**src/rtl/lane_pipe_regs_pkg.sv**
```systemverilog
// lane_pipe_regs_pkg: shared defaults, stage-select encoding and output slot indexing
package lane_pipe_regs_pkg;
   localparam int PIPE_LANES  = 2;
   localparam int PIPE_STAGES = 4;
   localparam int PIPE_DATA_W = 64;
   typedef enum logic [1:0] {SEL_KEEP, SEL_LOAD, SEL_BUBBLE} stage_sel_e;
   function automatic int slot_lsb(input int stage, input int lane, input int lanes, input int data_w);
      return (stage * lanes + lane) * data_w;
   endfunction
endpackage

```
**src/rtl/lane_pipe_regs_pipe_stage_reg.sv**
```systemverilog
// pipe_stage_reg: one LANES-wide pipeline stage with load/keep/bubble select and per-lane pinning
module pipe_stage_reg
   import lane_pipe_regs_pkg::*;
#(
   parameter int LANES  = PIPE_LANES,
   parameter int DATA_W = PIPE_DATA_W
) (
   input  logic                    clock_i,
   input  logic                    reset_i,
   input  stage_sel_e              sel_i,
   input  logic [LANES-1:0]        keep_mask_i,
   input  logic [LANES-1:0]        valid_i,
   input  logic [LANES*DATA_W-1:0] data_i,
   output logic [LANES-1:0]        valid_o,
   output logic [LANES*DATA_W-1:0] data_o
);
   logic [LANES-1:0]        r_valid, w_valid_nxt;
   logic [LANES*DATA_W-1:0] r_data, w_data_nxt;
   // Bubble clears every lane; load takes the input except on pinned lanes; keep holds everything
   always_comb begin
      for (int j = 0; j < LANES; j++) begin
         w_valid_nxt[j] = (sel_i == SEL_BUBBLE) ? 1'b0 :
                          (sel_i == SEL_LOAD && !keep_mask_i[j]) ? valid_i[j] : r_valid[j];
         w_data_nxt[j*DATA_W +: DATA_W] = (sel_i == SEL_BUBBLE) ? {DATA_W{1'b0}} :
                          (sel_i == SEL_LOAD && !keep_mask_i[j]) ? data_i[j*DATA_W +: DATA_W] : r_data[j*DATA_W +: DATA_W];
      end
   end
   // Stage storage; reset empties the slot and zeroes its payload immediately
   always_ff @(posedge clock_i or posedge reset_i) begin
      if (reset_i) begin
         r_valid <= '0;
         r_data  <= '0;
      end else begin
         r_valid <= w_valid_nxt;
         r_data  <= w_data_nxt;
      end
   end
   assign valid_o = r_valid;
   assign data_o  = r_data;
endmodule

```
**src/rtl/lane_pipe_regs.sv**
```systemverilog
// lane_pipe_regs: multi-lane pipeline register array with bubble collapse, lane hold and depth flush
module lane_pipe_regs
   import lane_pipe_regs_pkg::*;
#(
   parameter int LANES  = PIPE_LANES,
   parameter int STAGES = PIPE_STAGES,
   parameter int DATA_W = PIPE_DATA_W,
   parameter int SW     = $clog2(STAGES)
) (
   input  logic                                clock_i,
   input  logic                                reset_i,
   input  logic [LANES-1:0]                    in_valid_i,
   input  logic [LANES*DATA_W-1:0]             in_data_i,
   output logic                                in_ready_o,
   input  logic [STAGES-1:0]                   stage_stall_i,
   input  logic [LANES-1:0]                    lane_hold_i,
   input  logic                                flush_i,
   input  logic [SW-1:0]                       flush_stage_i,
   output logic [STAGES*LANES-1:0]             valid_o,
   output logic [STAGES*LANES*DATA_W-1:0]      data_o,
   output logic [$clog2(STAGES*LANES+1)-1:0]   occupancy_o,
   output logic [15:0]                         stall_cnt_o
);
   localparam int OW = $clog2(STAGES*LANES+1);
   logic [LANES-1:0]        w_valid    [STAGES];
   logic [LANES*DATA_W-1:0] w_data     [STAGES];
   stage_sel_e              w_sel      [STAGES];
   logic [LANES-1:0]        w_keep     [STAGES];
   logic [LANES-1:0]        w_in_valid [STAGES];
   logic [LANES*DATA_W-1:0] w_in_data  [STAGES];
   logic [STAGES-1:0]       w_hold;
   logic [LANES-1:0]        w_lh_mask;
   logic                    w_lh_eff;
   int                      w_flush_k;
   logic [15:0]             r_stall_cnt;
   // Hold chain from the tail backwards: only occupied stages can stall, so empty stages collapse
   always_comb begin
      logic h;
      h = 1'b0;
      for (int s = STAGES - 1; s >= 0; s--) begin
         h = (|w_valid[s]) & (stage_stall_i[s] | h);
         w_hold[s] = h;
      end
   end
   // Flush depth clamp, effective lane hold on occupied stage-0 lanes, and frontend ready
   always_comb begin
      w_flush_k  = (int'(flush_stage_i) >= STAGES) ? STAGES - 1 : int'(flush_stage_i);
      w_lh_mask  = lane_hold_i & w_valid[0];
      w_lh_eff   = !w_hold[0] && (|w_lh_mask);
      in_ready_o = !w_hold[0] && !w_lh_eff && !flush_i;
   end
   // Per-stage select: flush beats holds, then stall hold, then advance; held stage-0 lanes enter stage 1 as bubbles
   always_comb begin
      for (int s = 0; s < STAGES; s++) begin
         w_sel[s]      = SEL_LOAD;
         w_keep[s]     = '0;
         w_in_valid[s] = '0;
         w_in_data[s]  = '0;
      end
      if (flush_i) w_sel[0] = SEL_BUBBLE;
      else if (w_hold[0]) w_sel[0] = SEL_KEEP;
      w_keep[0]     = w_lh_eff ? w_lh_mask : '0;
      w_in_valid[0] = w_lh_eff ? '0 : in_valid_i;
      w_in_data[0]  = w_lh_eff ? '0 : in_data_i;
      for (int s = 1; s < STAGES; s++) begin
         if (flush_i && s <= w_flush_k) w_sel[s] = SEL_BUBBLE;
         else if (w_hold[s]) w_sel[s] = SEL_KEEP;
         else if ((flush_i && s == w_flush_k + 1) || w_hold[s-1]) w_sel[s] = SEL_BUBBLE;
         w_in_valid[s] = w_valid[s-1] & ~((s == 1) ? w_lh_mask : '0);
         for (int j = 0; j < LANES; j++)
            w_in_data[s][j*DATA_W +: DATA_W] = (s == 1 && w_lh_mask[j]) ? {DATA_W{1'b0}} : w_data[s-1][j*DATA_W +: DATA_W];
      end
   end
   for (genvar s = 0; s < STAGES; s++) begin : g_stage
      pipe_stage_reg #(.LANES(LANES), .DATA_W(DATA_W)) u_stage (
         .clock_i     (clock_i),
         .reset_i     (reset_i),
         .sel_i       (w_sel[s]),
         .keep_mask_i (w_keep[s]),
         .valid_i     (w_in_valid[s]),
         .data_i      (w_in_data[s]),
         .valid_o     (w_valid[s]),
         .data_o      (w_data[s])
      );
      assign valid_o[s*LANES +: LANES] = w_valid[s];
      assign data_o[slot_lsb(s, 0, LANES, DATA_W) +: LANES*DATA_W] = w_data[s];
   end
   // Population count of all registered lane valids
   always_comb begin
      occupancy_o = '0;
      for (int i = 0; i < STAGES*LANES; i++) occupancy_o = occupancy_o + OW'(valid_o[i]);
   end
   // Count cycles where the frontend offers work but stage 0 refuses it; stop at all-ones
   always_ff @(posedge clock_i or posedge reset_i) begin
      if (reset_i) r_stall_cnt <= '0;
      else if ((|in_valid_i) && !in_ready_o && r_stall_cnt != 16'hFFFF) r_stall_cnt <= r_stall_cnt + 16'd1;
   end
   assign stall_cnt_o = r_stall_cnt;
endmodule

```
**config.mk**
```make
export PLATFORM = sky130hd
export DESIGN_NAME = lane_pipe_regs
export DESIGN_NICKNAME = d
export VERILOG_FILES = /design/src/rtl/lane_pipe_regs_pkg.sv /design/src/rtl/lane_pipe_regs_pipe_stage_reg.sv /design/src/rtl/lane_pipe_regs.sv
export SDC_FILE = /design/constraint.sdc
export NUM_CORES = 1
export LEC_CHECK = 0
export ABC_AREA = 1
export ABC_CLOCK_PERIOD_IN_PS = 24200
export CORE_AREA = 2 2 262 264
export DETAILED_ROUTE_END_ITERATION = 12
export DIE_AREA = 0 0 264 266
export HOLD_SLACK_MARGIN = 0.15
export SYNTH_ARGS = -nofsm -noshare
export SYNTH_HDL_FRONTEND = slang
export SYNTH_SLANG_ARGS = --single-unit
```
**constraint.sdc**
```tcl
create_clock -name clock_i -period 24.2 [get_ports clock_i]
set_input_delay 3.63 -clock clock_i [delete_from_list [all_inputs] [get_ports clock_i]]
set_output_delay 3.63 -clock clock_i [all_outputs]
set_load 0.1 [all_outputs]
```
# ---- Word level (Yosys, flattened, before mapping)
# Cells that the tools add are included.
dict set report word_totals {
  reg_bits 536
  word_cells 126
}
dict set report op_classes {
  add_sub_neg 9
  magnitude_cmp 3
  eq_ne 12
  n_mux 48
  n_bitwise 10
  n_reduce_logical 33
}
# cell n
set op_table {}
lappend op_table {{$mux W64} 18}
lappend op_table {{$mux W128} 1}
lappend op_table {{$eq A2 B32 Y1 const A} 1}
lappend op_table {{$eq A3 B32 Y1 const A} 1}
lappend op_table {{$mux W2} 12}
lappend op_table {{$mux W1} 17}
lappend op_table {{$add A16 B1 Y16 const B} 1}
lappend op_table {{$add A4 B1 Y4} 4}
lappend op_table {{$ne A16 B16 Y1 const B} 1}
lappend op_table {{$logic_and A1 B1 Y1} 13}
lappend op_table {{$reduce_or A2 Y1} 6}
lappend op_table {{$reduce_bool A2 Y1} 5}
lappend op_table {{$eq A2 B1 Y1 const B} 4}
lappend op_table {{$eq A2 B2 Y1 const B} 4}
lappend op_table {{$logic_not A1 Y1} 6}
lappend op_table {{$add A3 B1 Y4} 1}
lappend op_table {{$and A1 B1 Y1} 4}
lappend op_table {{$and A2 B2 Y2} 2}
lappend op_table {{$le A2 B2 Y1 const A} 2}
lappend op_table {{$add A2 B1 Y3} 1}
lappend op_table {{$add A2 B1 Y3 const B} 1}
lappend op_table {{$eq A2 B3 Y1 const A} 1}
lappend op_table {{$logic_or A1 B1 Y1} 3}
lappend op_table {{$or A1 B1 Y1} 3}
lappend op_table {{3 further kinds} 3}

# ---- Depth between registers and ports, before layout
# Gate-level depths: netlist (run 1).
dict set report depth {
  depth_word 16
  mapped_depth 16
  depth_no_buf 14
}

# ---- Hierarchy
# From an unflattened synthesis (run 1), not the netlist that was laid out.
dict set report hier_totals {
  cells_unflattened 3149
  area_unflattened_um2 26052.5
}
# module n_inst cells_each area_each_um2 seq_area_each_um2
set modules_own_cells {}
lappend modules_own_cells {pipe_stage_reg 4 599 5604.1 3253.1}
lappend modules_own_cells {lane_pipe_regs 1 753 3636.0 400.4}

# ---- Least setup slack after synthesis (run 1)
# Ideal clock, no wire load.
dict set report synth_path {
  path_kind {input to output}
  start {input port stage_stall_i[3]}
  end {output port in_ready_o}
  arrival_ps 4813
  slack_ps 15757
  cell_stages 10
  n_path_buf 1
  path_cell_list {o21ai_2 nand2_1 nand2_1 nand2_1 nand2_1 nand2_1 nand2_2 nand3_4 inv_2 buf_2}
}
dict set report synth_via {
  elab_chain_cells 12
}
# element line_no
set synth_rtl {}
lappend synth_rtl {{start, declared} lane_pipe_regs.sv:15} ;# input logic [STAGES-1:0] stage_stall_i,
lappend synth_rtl {{$and A1 B1 Y1 (*)} lane_pipe_regs.sv:41} ;# h = (|w_valid[s]) & (stage_stall_i[s] | h);
lappend synth_rtl {{$or A1 B1 Y1 (*)} lane_pipe_regs.sv:41}
lappend synth_rtl {{$and A1 B1 Y1 (*)} lane_pipe_regs.sv:41}
lappend synth_rtl {{$or A1 B1 Y1 (*)} lane_pipe_regs.sv:41}
lappend synth_rtl {{$and A1 B1 Y1 (*)} lane_pipe_regs.sv:41}
lappend synth_rtl {{$or A1 B1 Y1 (*)} lane_pipe_regs.sv:41}
lappend synth_rtl {{$and A1 B1 Y1 (*)} lane_pipe_regs.sv:41}
lappend synth_rtl {{$logic_not A1 Y1 (*)} {lane_pipe_regs.sv:49, lane_pipe_regs.sv:50}}
lappend synth_rtl {{$logic_and A1 B1 Y1} lane_pipe_regs.sv:49} ;# w_lh_eff = !w_hold[0] && (|w_lh_mask);
lappend synth_rtl {{$logic_not A1 Y1} lane_pipe_regs.sv:50} ;# in_ready_o = !w_hold[0] && !w_lh_eff && !flush_i;
lappend synth_rtl {{$logic_and A1 B1 Y1 (*) (2 in series)} lane_pipe_regs.sv:50}
lappend synth_rtl {{end, declared} lane_pipe_regs.sv:14} ;# output logic in_ready_o,
# Every way passes the cells marked *; elsewhere a longest branch is shown, timed or not.

# ---- Worst setup path after layout (run 1)
dict set report layout_path {
  start {input port lane_hold_i[1]}
  end {output port in_ready_o}
}
dict set report layout_via {
  elab_chain_cells 6
}
# element line_no
set layout_rtl {}
lappend layout_rtl {{start, declared} lane_pipe_regs.sv:16} ;# input logic [LANES-1:0] lane_hold_i,
lappend layout_rtl {{$and A2 B2 Y2} lane_pipe_regs.sv:48} ;# w_lh_mask = lane_hold_i & w_valid[0];
lappend layout_rtl {{$reduce_or A2 Y1} lane_pipe_regs.sv:49}
lappend layout_rtl {{$logic_and A1 B1 Y1} lane_pipe_regs.sv:49}
lappend layout_rtl {{$logic_not A1 Y1} lane_pipe_regs.sv:50}
lappend layout_rtl {{$logic_and A1 B1 Y1 (2 in series)} lane_pipe_regs.sv:50}
# Every way passes these cells.

==> impl_metrics.yaml, run 1 <==
synthesis:
  synth_area_leader_cell: "dfrtp_1"
  synthesis.area_um2: 20740
  synth-seq-area-share_pct: 64.67
  synth_nets: 2306
  synth_seq_cells: 536
  yosys-top-cells-area: "dfrtp_1, nand2_1, o21ai_0"
  avgSynthCellArea_um2: 9.634
  synthCells: 2153
  yosys_warnings: 0
  netlist.area_leader.share_pct: 64.67
  synth_cell_types: 26
timing:
  finalCritPeriodShare_pct: 43.40
  setup_violations: 0
  clock.fmax_mhz: 95.20
  relSlewSlack_pct: 14.35
  final.setup.tns_ns: 0
  worstMarginPinSlew_ns: 1.285
  skew_ns: 0.02970
  slew_viol_final: 0
  rsz0062_at_grt: "no"
  hold_viol: 0
  period_minus_slack_ns: 10.50
cts:
  post_cts_resized: 0
  cts_setup_buffers: 0
  cts_tree: "done"
  cts_sinks: 536
  cts_inserted_buffers: 60
  clkTransAtPathRegs_ns: 0.06
  cts_buffer_depth: 3
  root_buffer: "clkbuf_16"
  clk_latency_ns: 0.63
  hold_buffers: 0
  htree_levels: 2
place:
  gp_congestion: 0.9038
  dp_hpwl_um: 55450
  portBuffers: 681
floorplanning:
  die_y_um: 266
  dieArea_um2: 70220
  die_w_um: 264
  start_util_pct: 30.62
  core_area_um2: 67750
  pin_count: 682
  num_rows: 96
critical_path:
  end_kind: "primary output"
  r2r-start: "g_stage[3].u_stage.valid_o[1]"
  cp_common_cell: "clkdlybuf4s50_1"
  worst_path_max_delay_cell: "clkdlybuf4s50_1"
  critical_path.startpoint: "lane_hold_i[1]"
  cp-start-kind: "primary input"
  cp_data_required_time_ns: 20.57
  critPathArrivalTime_ns: 6.87
  worstPathMaxFanout: 66
  cp_cell_sequence: "clkdlybuf4s50_1, nand2_2, buf_4, nand2_1, inv_1, nand3_4, inv_4, clkdlybuf4s50_1"
  path_class: "primary input to primary output"
  max_stage_delay_ns: 1.19
routing:
  drc_errors: 0
  post_drt_wl_per_cell_um: 22.05
  routed_wl_um: 81970
  num_vias: 18200
  drt-pass1-iter-count: 6
  routed_via_density: 4.895
  drtIter0Drc: 1580
  ant_nets: 0
finish:
  drive_gt1_share_pct: 4.878
  nets: 2933
  nFillCells: 6445
  final_cell_mix: "clkdlybuf4s50_1, dfrtp_1, nand2_1"
  layout_commonest_cell: "clkdlybuf4s50_1"
  area_growth_pct: 46.67
hold_path:
  hp-class: "flop to flop"
  worstHoldStart: "g_stage[3].u_stage.data_o[11]"
global_routing:
  grt_max_degree: 136
  first_global_vias: 18470
  grt_pass1_wl_um: 122000
  grt.overflow.total: 0
  gr-usage-all-layers_pct: 22.78
  antenna_found_initial: 7
status:
  status: "finished clean"
flow_run:
  drv_cap: 0
## Yosys cell counts (all sizes together)
library cell,instances
o22ai,132
nand3b,3
nand4,2
nand3,218
clkbuf,99
a21oi,2
nor3,2
inv,298
or2,3
buf,37
fa,4
o32ai,2
xor2,5
clkinv,1
xnor2,2
nand2,523
o21ai,261
dfrtp,536
nor2,15
ha,8
## flip-flops by register name (all words and copies together), names as in the netlist
| name | flops |
|---|---|
| stall_cnt_o | 16 |
| g_stage.u_stage.valid_o | 8 |
| g_stage.u_stage.data_o | 512 |
## worst max-delay path: cells and delay by family
kind,cells,cell delay [ns]
and+or+nand+nor,3,0.47
buffers and inverters,5,2.74
## kinds of logic (layout without fill, tap and decap cells)
family / count (synthesis) / count (layout) / share of synthesized area (%)
adder cells (fa/ha/maj): 12 / 12 / 0.8687
AO/OA/AOI/OAI: 397 / 397 / 10.45
other: 0 / 7 / 0
AND/OR/NAND/NOR: 766 / 766 / 15.39
XOR/XNOR: 7 / 7 / 0.2956
buffers and inverters: 435 / 1111 / 8.331
flip-flops: 536 / 536 / 64.67
## layer usage
layer	part of all wire, %	wire length, um	vias to the layer above	GRT usage, %
met2	48	39690	738	37.12
met5	0	0	-	0
met1	41	33220	9104	29.43
met3	6.5	5350	170	4.482
met4	4.5	3710	0	10.27
li1	-	-	8188	-
## stage by stage
stage,instances,instance area (um2),setup slack [ns],hold slack (ns),util (%)
final,3718,30420,13.70,0.4824,44.90
after global routing,3718,30420,13.53,0.5028,44.90
after CTS,3711,30400,13.63,0.4874,44.88
after detailed placement,3600,28270,13.63,0.4719,41.73
after global placement,3600,28270,13.62,0.4665,41.73
after floorplan,2153,20740,5.590,0.9757,-
## area by class of cell
class,instances,area [um2],share of cell area (%)
Antenna cell,7,17.52,0.05758
Sequential cell,536,13410,44.09
Clock inverter,22,354.1,1.164
Tap cell,882,1104,3.628
Clock buffer,89,1782,5.857
Timing Repair Buffer,701,6967,22.90
Inverter,299,1137,3.739
Multi-Input combinational cell,1182,5647,18.56
## path summary, 6_finish.rpt
kind                       cells after the start                             to  slack, ns
max                                            8                     in_ready_o      13.70
min                                            2  g_stage[3].u_stage.data_o[11]       0.48
max reg2reg                                   10  g_stage[3].u_stage.data_o[80]      20.22
min reg2reg                                    2  g_stage[3].u_stage.data_o[11]       0.48
max in group asynchronous                      4   g_stage[2].u_stage.data_o[2]      18.17
min in group asynchronous                      2  g_stage[0].u_stage.data_o[97]       3.61
Power of run 1 is not shown: default switching activity piles up to over one toggle a cycle in this logic, so the estimate is an artifact.
==> run 2: changes to the inputs <==
--- a/config.mk
+++ b/config.mk
@@ -6,7 +6,7 @@
 export NUM_CORES = 1
 export LEC_CHECK = 0
 export ABC_AREA = 1
-export ABC_CLOCK_PERIOD_IN_PS = 24200
+export ABC_CLOCK_PERIOD_IN_PS = 10600
 export CORE_AREA = 2 2 262 264
 export DETAILED_ROUTE_END_ITERATION = 12
 export DIE_AREA = 0 0 264 266
==> constraint.sdc (replaced) <==
create_clock -name clock_i -period 10.6 [get_ports clock_i]
set_input_delay 1.59 -clock clock_i [delete_from_list [all_inputs] [get_ports clock_i]]
set_output_delay 1.59 -clock clock_i [all_outputs]
set_load 0.1 [all_outputs]
==> impl_metrics.yaml, run 2 (synthesis gave the netlist of run 1 again) <==
routing:
  drc_errors: 0
  routed_via_density: 4.862
  post_drt_wl_per_cell_um: 21.32
  ant_nets: 0
  num_vias: 18070
  routed_wl_um: 79250
  drtIter0Drc: 1662
  drt-pass1-iter-count: 5
hold_path:
  min_path_cells: 2
  hp-class: "flop to flop"
finish:
  area_growth_pct: 45.91
  nets: 2931
  drive_gt1_share_pct: 4.636
  final_cell_mix: "clkdlybuf4s50_1, dfrtp_1, nand2_1"
  layout_commonest_cell: "clkdlybuf4s50_1"
  largest_register_ffs: 512
global_routing:
  grt_pass1_wl_um: 116800
  first_global_vias: 17920
  grt_max_degree: 160
  grt.overflow.total: 0
  antenna_found_initial: 10
  gr-usage-all-layers_pct: 21.83
timing:
  hold_ws_ns: 0.4811
  setup_violations: 0
  hold_viol: 0
  slew_viol_final: 0
  fin_ws_ns: 4.177
  skew_ns: 0.02353
  final.setup.tns_ns: 0
  clock.fmax_mhz: 155.7
  period_minus_slack_ns: 6.423
  worstMarginPinSlew_ns: 1.167
  rsz0062_at_grt: "no"
  finalCritPeriodShare_pct: 60.59
  relSlewSlack_pct: 21.97
critical_path:
  worstRegToRegCells: 10
  worstPathMaxFanout: 69
  path_class: "primary input to primary output"
  critPathArrivalTime_ns: 4.83
  end_kind: "primary output"
  cp_data_required_time_ns: 9.01
  cp-start-kind: "primary input"
floorplanning:
  core_area_um2: 67750
  die_y_um: 266
  start_util_pct: 30.62
  die_w_um: 264
  num_rows: 96
  pin_count: 682
  dieArea_um2: 70220
cts:
  hold_buffers: 0
  cts_tree: "done"
  post_cts_resized: 0
  root_buffer: "clkbuf_16"
  clkTransAtPathRegs_ns: 0.06
  cts_inserted_buffers: 59
  cts_setup_buffers: 0
  clk_latency_ns: 0.61
  htree_levels: 2
  cts_sinks: 536
  cts_buffer_depth: 3
status:
  status: "finished clean"
flow_run:
  drv_cap: 0
place:
  dp_hpwl_um: 54350
  post-place-ws_ns: 4.079
  gp_congestion: 0.8721
  portBuffers: 681
[run 2: cell types whose count changed in the layout (fill, tap and decap cells not counted), sizes merged]
cell      before  now
bufinv         9    4
clkinv         7   12
diode          7    9
inv          302  300
buf           20   19
clkbuf        89   88
clkinvlp       3    4
[run 2: final cells by class]
cell class	count	area, um2
fill	6496	37480
clock buffer	88	1728
timing repair buffer	700	6984
clock inverter	21	231.5
multi-input combinational	1182	5647
sequential	536	13410
antenna	9	22.52
tap	882	1104
inverter	299	1134
[run 2: final timing paths]
check | start | endpoint | slack [ns]
setup / recovery | flush_i | in_ready_o | 4.18
hold / removal | g_stage[3].u_stage.data_o[109] | g_stage[3].u_stage.data_o[109] | 0.48
max in group asynchronous | reset_i | g_stage[1].u_stage.data_o[24] | 6.67
hold reg to reg | g_stage[3].u_stage.data_o[109] | g_stage[3].u_stage.data_o[109] | 0.48
setup reg to reg | g_stage[3].u_stage.valid_o[1] | g_stage[3].u_stage.data_o[43] | 6.60
min in group asynchronous | reset_i | g_stage[2].u_stage.data_o[96] | 1.57
[run 2: through the flow]
stage               instances  utilization, %  area (um2)
finish                   3717           44.67       30260
global route             3716           44.67       30260
CTS                      3708           44.64       30240
detailed placement       3599           41.75       28280
global placement         3599           41.75       28280
floorplan                2153               -       20740
[run 2: layer usage]
layer | GRT usage, % | wire length (um) | vias up
met4 | 10.10 | 3631 | 0
met2 | 35.33 | 38270 | 693
met1 | 28.17 | 32420 | 9024
li1 | - | - | 8192
met5 | 0 | 0 | -
met3 | 4.510 | 4924 | 162
[run 2: critical path, stage by stage]
cell	delay (ns)
clkdlybuf4s50_1	0.52
inv_2	0.08
buf_4	0.65
nand3_4	0.43
inv_4	0.32
clkdlybuf4s50_1	1.18
Power of run 2 is left out for the same reason.
